File: src/rtl/reg_op_arbiter.sv
// reg_op_arbiter
// Arbitrates two requesters that share one load/hold/clear/complement register
// datapath. The register itself lives outside; this block drives its 4:1 select
// lines (SEL) and load data (DOUT), and stretches complement operations into
// multi-cycle bursts.
//
// Operation / SEL encoding: 00 hold, 01 load DOUT, 10 clear, 11 complement.
//
// Ports:
//   CLK                 clock, rising edge
//   RST_n               synchronous active-low reset
//   REQ0/OP0/DATA0/RPT0 requester 0 request (level), op, load data, repeat count
//   REQ1/OP1/DATA1/RPT1 requester 1, same fields
//   GNT[1:0]            one-hot grant pulse (first EXEC cycle)
//   DONE[1:0]           one-hot completion pulse (DONE cycle)
//   SEL[1:0]            datapath select
//   DOUT[WIDTH-1:0]     datapath load data (last latched value)
//   BUSY                high while executing or completing an operation
//   OWNER               current or last-served requester
//
// Build option: define REG_OP_ARBITER_FIXED_PRIO_EN to make requester 0 win
// every tie instead of round-robin arbitration.
module reg_op_arbiter #(
  parameter int WIDTH = 8,
  parameter int CNTW  = 4
) (
  input  logic             CLK,
  input  logic             RST_n,
  input  logic             REQ0,
  input  logic [1:0]       OP0,
  input  logic [WIDTH-1:0] DATA0,
  input  logic [CNTW-1:0]  RPT0,
  input  logic             REQ1,
  input  logic [1:0]       OP1,
  input  logic [WIDTH-1:0] DATA1,
  input  logic [CNTW-1:0]  RPT1,
  output logic [1:0]       GNT,
  output logic [1:0]       DONE,
  output logic [1:0]       SEL,
  output logic [WIDTH-1:0] DOUT,
  output logic             BUSY,
  output logic             OWNER
);

  typedef enum logic [1:0] {
    ARB_IDLE = 2'd0,
    ARB_EXEC = 2'd1,
    ARB_DONE = 2'd2
  } arb_state_t;

  localparam logic [1:0] OP_COMPL = 2'b11;

  arb_state_t       state_reg, state_next;
  logic             owner_reg, owner_next;
  logic             last_reg, last_next;
  logic             first_reg, first_next;
  logic [1:0]       op_reg, op_next;
  logic [WIDTH-1:0] data_reg, data_next;
  logic [CNTW-1:0]  cnt_reg, cnt_next;

  logic             winner;
  logic [1:0]       win_op;
  logic [WIDTH-1:0] win_data;
  logic [CNTW-1:0]  win_rpt;

  // Winner selection; only consulted in ARB_IDLE when at least one REQ is high.
  always_comb begin
    winner = 1'b0;
`ifdef REG_OP_ARBITER_FIXED_PRIO_EN
    winner = ~REQ0;
`else
    case ({REQ1, REQ0})
      2'b01:   winner = 1'b0;
      2'b10:   winner = 1'b1;
      default: winner = ~last_reg;  // tie: whoever was not served last
    endcase
`endif
    win_op   = winner ? OP1   : OP0;
    win_data = winner ? DATA1 : DATA0;
    win_rpt  = winner ? RPT1  : RPT0;
  end

  always_ff @(posedge CLK) begin
    if (!RST_n) begin
      state_reg <= ARB_IDLE;
      owner_reg <= 1'b1;
      last_reg  <= 1'b1;  // makes requester 0 win the first tie
      first_reg <= 1'b0;
      op_reg    <= 2'b00;
      data_reg  <= '0;
      cnt_reg   <= '0;
    end else begin
      state_reg <= state_next;
      owner_reg <= owner_next;
      last_reg  <= last_next;
      first_reg <= first_next;
      op_reg    <= op_next;
      data_reg  <= data_next;
      cnt_reg   <= cnt_next;
    end
  end

  always_comb begin
    state_next = state_reg;
    owner_next = owner_reg;
    last_next  = last_reg;
    first_next = 1'b0;
    op_next    = op_reg;
    data_next  = data_reg;
    cnt_next   = cnt_reg;
    case (state_reg)
      ARB_IDLE: begin
        if (REQ0 || REQ1) begin
          owner_next = winner;
          op_next    = win_op;
          data_next  = win_data;
          // Only complements repeat; every other op executes exactly once.
          cnt_next   = (win_op == OP_COMPL) ? win_rpt : '0;
          first_next = 1'b1;
          state_next = ARB_EXEC;
        end
      end
      ARB_EXEC: begin
        if (cnt_reg == '0) begin
          state_next = ARB_DONE;
        end else begin
          cnt_next = cnt_reg - 1'b1;
        end
      end
      ARB_DONE: begin
        last_next  = owner_reg;
        state_next = ARB_IDLE;
      end
      default: begin
        state_next = ARB_IDLE;
      end
    endcase
  end

  // Outputs decode purely from registered state and latched fields.
  assign SEL   = (state_reg == ARB_EXEC) ? op_reg : 2'b00;
  assign DOUT  = data_reg;
  assign BUSY  = (state_reg == ARB_EXEC) || (state_reg == ARB_DONE);
  assign OWNER = owner_reg;

  for (genvar gi = 0; gi < 2; gi++) begin : g_handshake
    assign GNT[gi]  = (state_reg == ARB_EXEC) && first_reg && (owner_reg == gi[0]);
    assign DONE[gi] = (state_reg == ARB_DONE) && (owner_reg == gi[0]);
  end

endmodule

File: config.mk
export PLATFORM = sky130hd
export DESIGN_NAME = reg_op_arbiter
export DESIGN_NICKNAME = d
export VERILOG_FILES = /design/src/rtl/reg_op_arbiter.sv
export SDC_FILE = /design/constraint.sdc
export NUM_CORES = 1
export LEC_CHECK = 0
export CORE_UTILIZATION = 45
export CTS_CLUSTER_SIZE = 8
export DETAILED_ROUTE_END_ITERATION = 10
export MAX_ROUTING_LAYER = met4
export PLACE_DENSITY = 0.94
export SLEW_MARGIN = 20
export SYNTH_ARGS = -nofsm -noshare
export SYNTH_HDL_FRONTEND = slang
export SYNTH_SLANG_ARGS = --single-unit
File: constraint.sdc
create_clock -name CLK -period 3.8 [get_ports CLK]
set_clock_uncertainty 0.05 [all_clocks]
set_input_delay 0.76 -clock CLK [delete_from_list [all_inputs] [get_ports CLK]]
set_output_delay 0.76 -clock CLK [all_outputs]
set_load 0.02 [all_outputs]
==> metrics list <==
* Final number of setup-violating endpoints: 0
- In this run, placement finished with an instance count of slightly below 200.
- Critical path launch point type: register
* CTS tree: yes
- Most area-hungry cell type in the Yosys netlist: dfxtp_1
* Worst ir drop on vdd: just over 0.4 mV
- Max-slew violations: 0
* Sequential share of power: 0.302
- Number of I/O port buffers: 47
- Across all register-to-register paths, the minimum setup slack is 1.83 ns.
* Clock-pin slew on the worst setup and hold paths: 0.10 ns
* Worst hold margin: 0.468 ns
- Of the synthesized area, sequential elements account for 0.328.
- After floorplanning, the core was divided into 18 placement rows.
- Combinational cell fraction of total power: 0.608
- Worst setup slack after layout: 1.01 ns
* GPL Wtd Cong: 0.821
- Share of flip-flops with an asynchronous set or reset after synthesis: 0
* Maximum number of pins on one net before global-route repair: 24
- In this run the number of H-tree levels came out at 1.
- Slew at the pin closest to its max-slew limit: 0.749 ns
* Commonest cells in the synthesized netlist: 19 x dfxtp_1, 15 x nor2_1, 13 x mux2i_1
- The clock passes through at most 2 buffers.
- Cell family with the largest share of critical-path delay: buffers and inverters
* Number of design rule violations left after detail routing: 0
- Area of the core region: around 2500 µm²
- Ant. Diodes: 0
* Gr usage total: 0.219
- The clock period could shrink to 2.79 ns.
* HPWL reported at the end of detailed placement: 2250 µm
* Die outline area: 2780 µm²
- Clock Sinks: 19
- Portion of the clock cycle consumed by the worst path in the final layout: 0.734
- Headroom to the max-slew limit: 0.500
* Post-DRT Antenna Nets: 0
- Switching part of the total: 0.429
- For the worst setup path, the data arrival time is 1.98 ns.
* Bufs and invs on worst path: 2
- Vias per Instance: 5.38
- Unrepaired setup endpoints after global routing: no
* Power after layout: 1.12 mW
- Measured on the finished design, the core utilization comes to 0.676.
* Ys flop type: dfxtp_1
- On the worst path, the slowest cell contributes a delay of 0.60 ns.
- Counting flops with a built-in enable in the synthesized netlist gives 0.
- The number of hold-slack violations in the final timing report is 0.
* Syn Nets: 165
* Max-Cap Viols: 0
- Based on the critical path, the design can be clocked at up to 358 MHz.
- Post-CTS Setup Repair Bufs: 0
* Hold crit path type: reg -> reg
* Number of register bits inferred by synthesis: 19
- In this run the count of I/O pins placed on the die edge is 48.
* Beginning of the worst register-to-register path: state_reg[1]
- Portion of synthesized cell area occupied by the leading cell type: 0.328
- Drt first pass iters: 4
- The mapped netlist covers approximately 1200 µm².
- The clock reaches the later pin of the worst-skew pair after 0.29 ns.
* Critical Path, Cell by Cell: inv_1, ha_1, and3_1, clkdlybuf4s50_1
- Vias in the first global route: 1,055
* Post-placement cell area: 1630 µm²
* Worst hold start: DOUT[3]
- Starting Density: 0.472
* Share of final-layout standard cells stronger than drive strength 1: 0.0702
- For the worst flop-to-flop path, the logic depth is 6.
- The worst setup path is captured at an output port.
- Mean instance size in the synthesized netlist: 9.27 µm²
- The flow ran to the end, and the final reports show no timing, DRC or antenna violations.
* Crit path launch: state_reg[1]
- Final Net Count: 212
* Global-route congestion overflow total: 0
* Max reg flops: 8
- Detailed Route WL: 2750 µm
* Vias: 1,082
- Slowest CP cell: clkdlybuf4s50_1
- With fillers left out, the area of the finished cells amounts to 1660 µm².
- After detailed routing, the average wire length per cell comes to 13.7 µm.
* Worst hold path stage count: 2
* Fin Setup TNS: 0 ns
- By area the synthesized netlist is led by dfxtp_1 33%, mux2i_1 11%, ha_1 8.6%, a211oi_1 6.5%, nor2_1 4.9%.
- During synthesis, Yosys emitted a total of 0 warnings.
- The detailed router finished its first iteration with 15 violations.
- The initial antenna violation count is 0.
* # fillers: 188
* Wire length of the first global-routing pass: 4330 µm
- Worst-case setup slack after placement: just under 0.9 ns
* Worst-path fanout max: 11
- Gates resized during post-CTS repair numbered 0.
- Most repeated cell in the gate-level netlist after synthesis: dfxtp_1
* Die outline height: 52.7 µm
- Power Internal: about 640 µW
* Cell area power density: 675 nW/µm²
* Endpoint of the worst-slack reg-to-reg timing path: cnt_reg[3]
* Signed area change from the synthesized netlist to the final layout: 43.3%
- Required arrival time at the worst endpoint: 2.99 ns
- The die is 52.7 µm wide.
* Library cell used as clock root buffer: clkbuf_4
- Leakage power figure: 0.705 nW
- Number of CTS-inserted buffers: 3
* Endpoint of the worst hold path: DOUT[3]
* Number of cells produced by synthesis: between 100 and 150
* Relative contribution of the clock network to total power: 0.090
- Hold_buf cts: 0
- After synthesis, the netlist uses 35 different library cells.
- By startpoint and endpoint, the worst setup path is classified as reg -> out.
* Switch Pwr: 481 µW
- Final Non-Filler Cells: ~200
[power groups by stage]
stage	combinational (mW)	clock [mW]	sequential [mW]
3_5_place_dp	0.682	0	0.342
3_3_place_gp	0.646	0	0.336
2_1_floorplan	0.442	0	0.368
6_report	0.682	0.100	0.339
4_1_cts	0.687	0.102	0.337
5_1_grt	0.740	0.114	0.349
[routing by layer]
| layer | part of all wire | track usage |
|---|---|---|
| met3 | 0.053 | 0.0464 |
| met5 | 0 | - |
| met2 | 0.53 | 0.407 |
| met1 | 0.41 | 0.234 |
| met4 | 0.0069 | 0.0526 |
[cell type report]
class                           count  area (µm²)  area share
Clock buffer                        4        26.3      0.0158
Inverter                            9        33.8      0.0203
Multi-Input combinational cell     92         712       0.429
Sequential cell                    19         380       0.229
Tap cell                           30        37.5      0.0226
Timing Repair Buffer               47         470       0.283
[cells in the final DEF (no fill, tap or decap)]
| cell | n |
|---|---|
| nor4b_1 | 1 |
| and2_1 | 5 |
| nor2_1 | 15 |
| a41o_1 | 1 |
| dfxtp_1 | 19 |
| nand2_2 | 1 |
| o21ai_1 | 3 |
| a211o_1 | 1 |
| a211oi_2 | 1 |
| a32o_1 | 2 |
| and4bb_1 | 1 |
| nand2_1 | 5 |
| nor3b_1 | 2 |
| or3b_1 | 1 |
| a211oi_4 | 1 |
| clkdlybuf4s50_1 | 47 |
| nor3_1 | 2 |
| a211oi_1 | 10 |
| a22oi_2 | 1 |
| or2_4 | 1 |
| a21oi_1 | 2 |
| nor4bb_4 | 1 |
| mux2i_1 | 13 |
| ha_1 | 8 |
| o211ai_1 | 2 |
| clkbuf_1 | 1 |
| nand3_1 | 4 |
| clkbuf_4 | 3 |
| nor2_2 | 2 |
| a221o_1 | 2 |
| inv_1 | 9 |
| a21oi_2 | 1 |
| and3_1 | 2 |
| and2b_1 | 1 |
[worst max path at each step]
stage | end | slack [ns] | depth (start not counted)
2_1_floorplan | cnt_reg[2] | 1.74 | 6
3_3_place_gp | cnt_reg[1] | 0.94 | 7
3_5_place_dp | cnt_reg[1] | 0.89 | 7
4_1_cts | GNT[1] | 0.99 | 4
5_1_grt | GNT[0] | 0.90 | 5
6_report | GNT[1] | 1.01 | 4
[worst min-delay path, delay by kind of cell, from the launching register on]
family	cells	cell delay, ns
DFF	1	0.32
and+or+nand+nor	1	0.10
AOI/OAI and AO/OA	1	0.05
[cells by family (layout without fill, tap and decap cells)]
kind of cell,count (synthesis),count (layout),synth area share
AOI/OAI and AO/OA,27,27,0.197
adders and majority gates,8,8,0.0864
buffers and inverters,14,60,0.0572
DFF,19,19,0.328
muxes,13,13,0.112
and+or+nand+nor,44,44,0.219
Note: power is estimated with default switching activity, not from simulation.
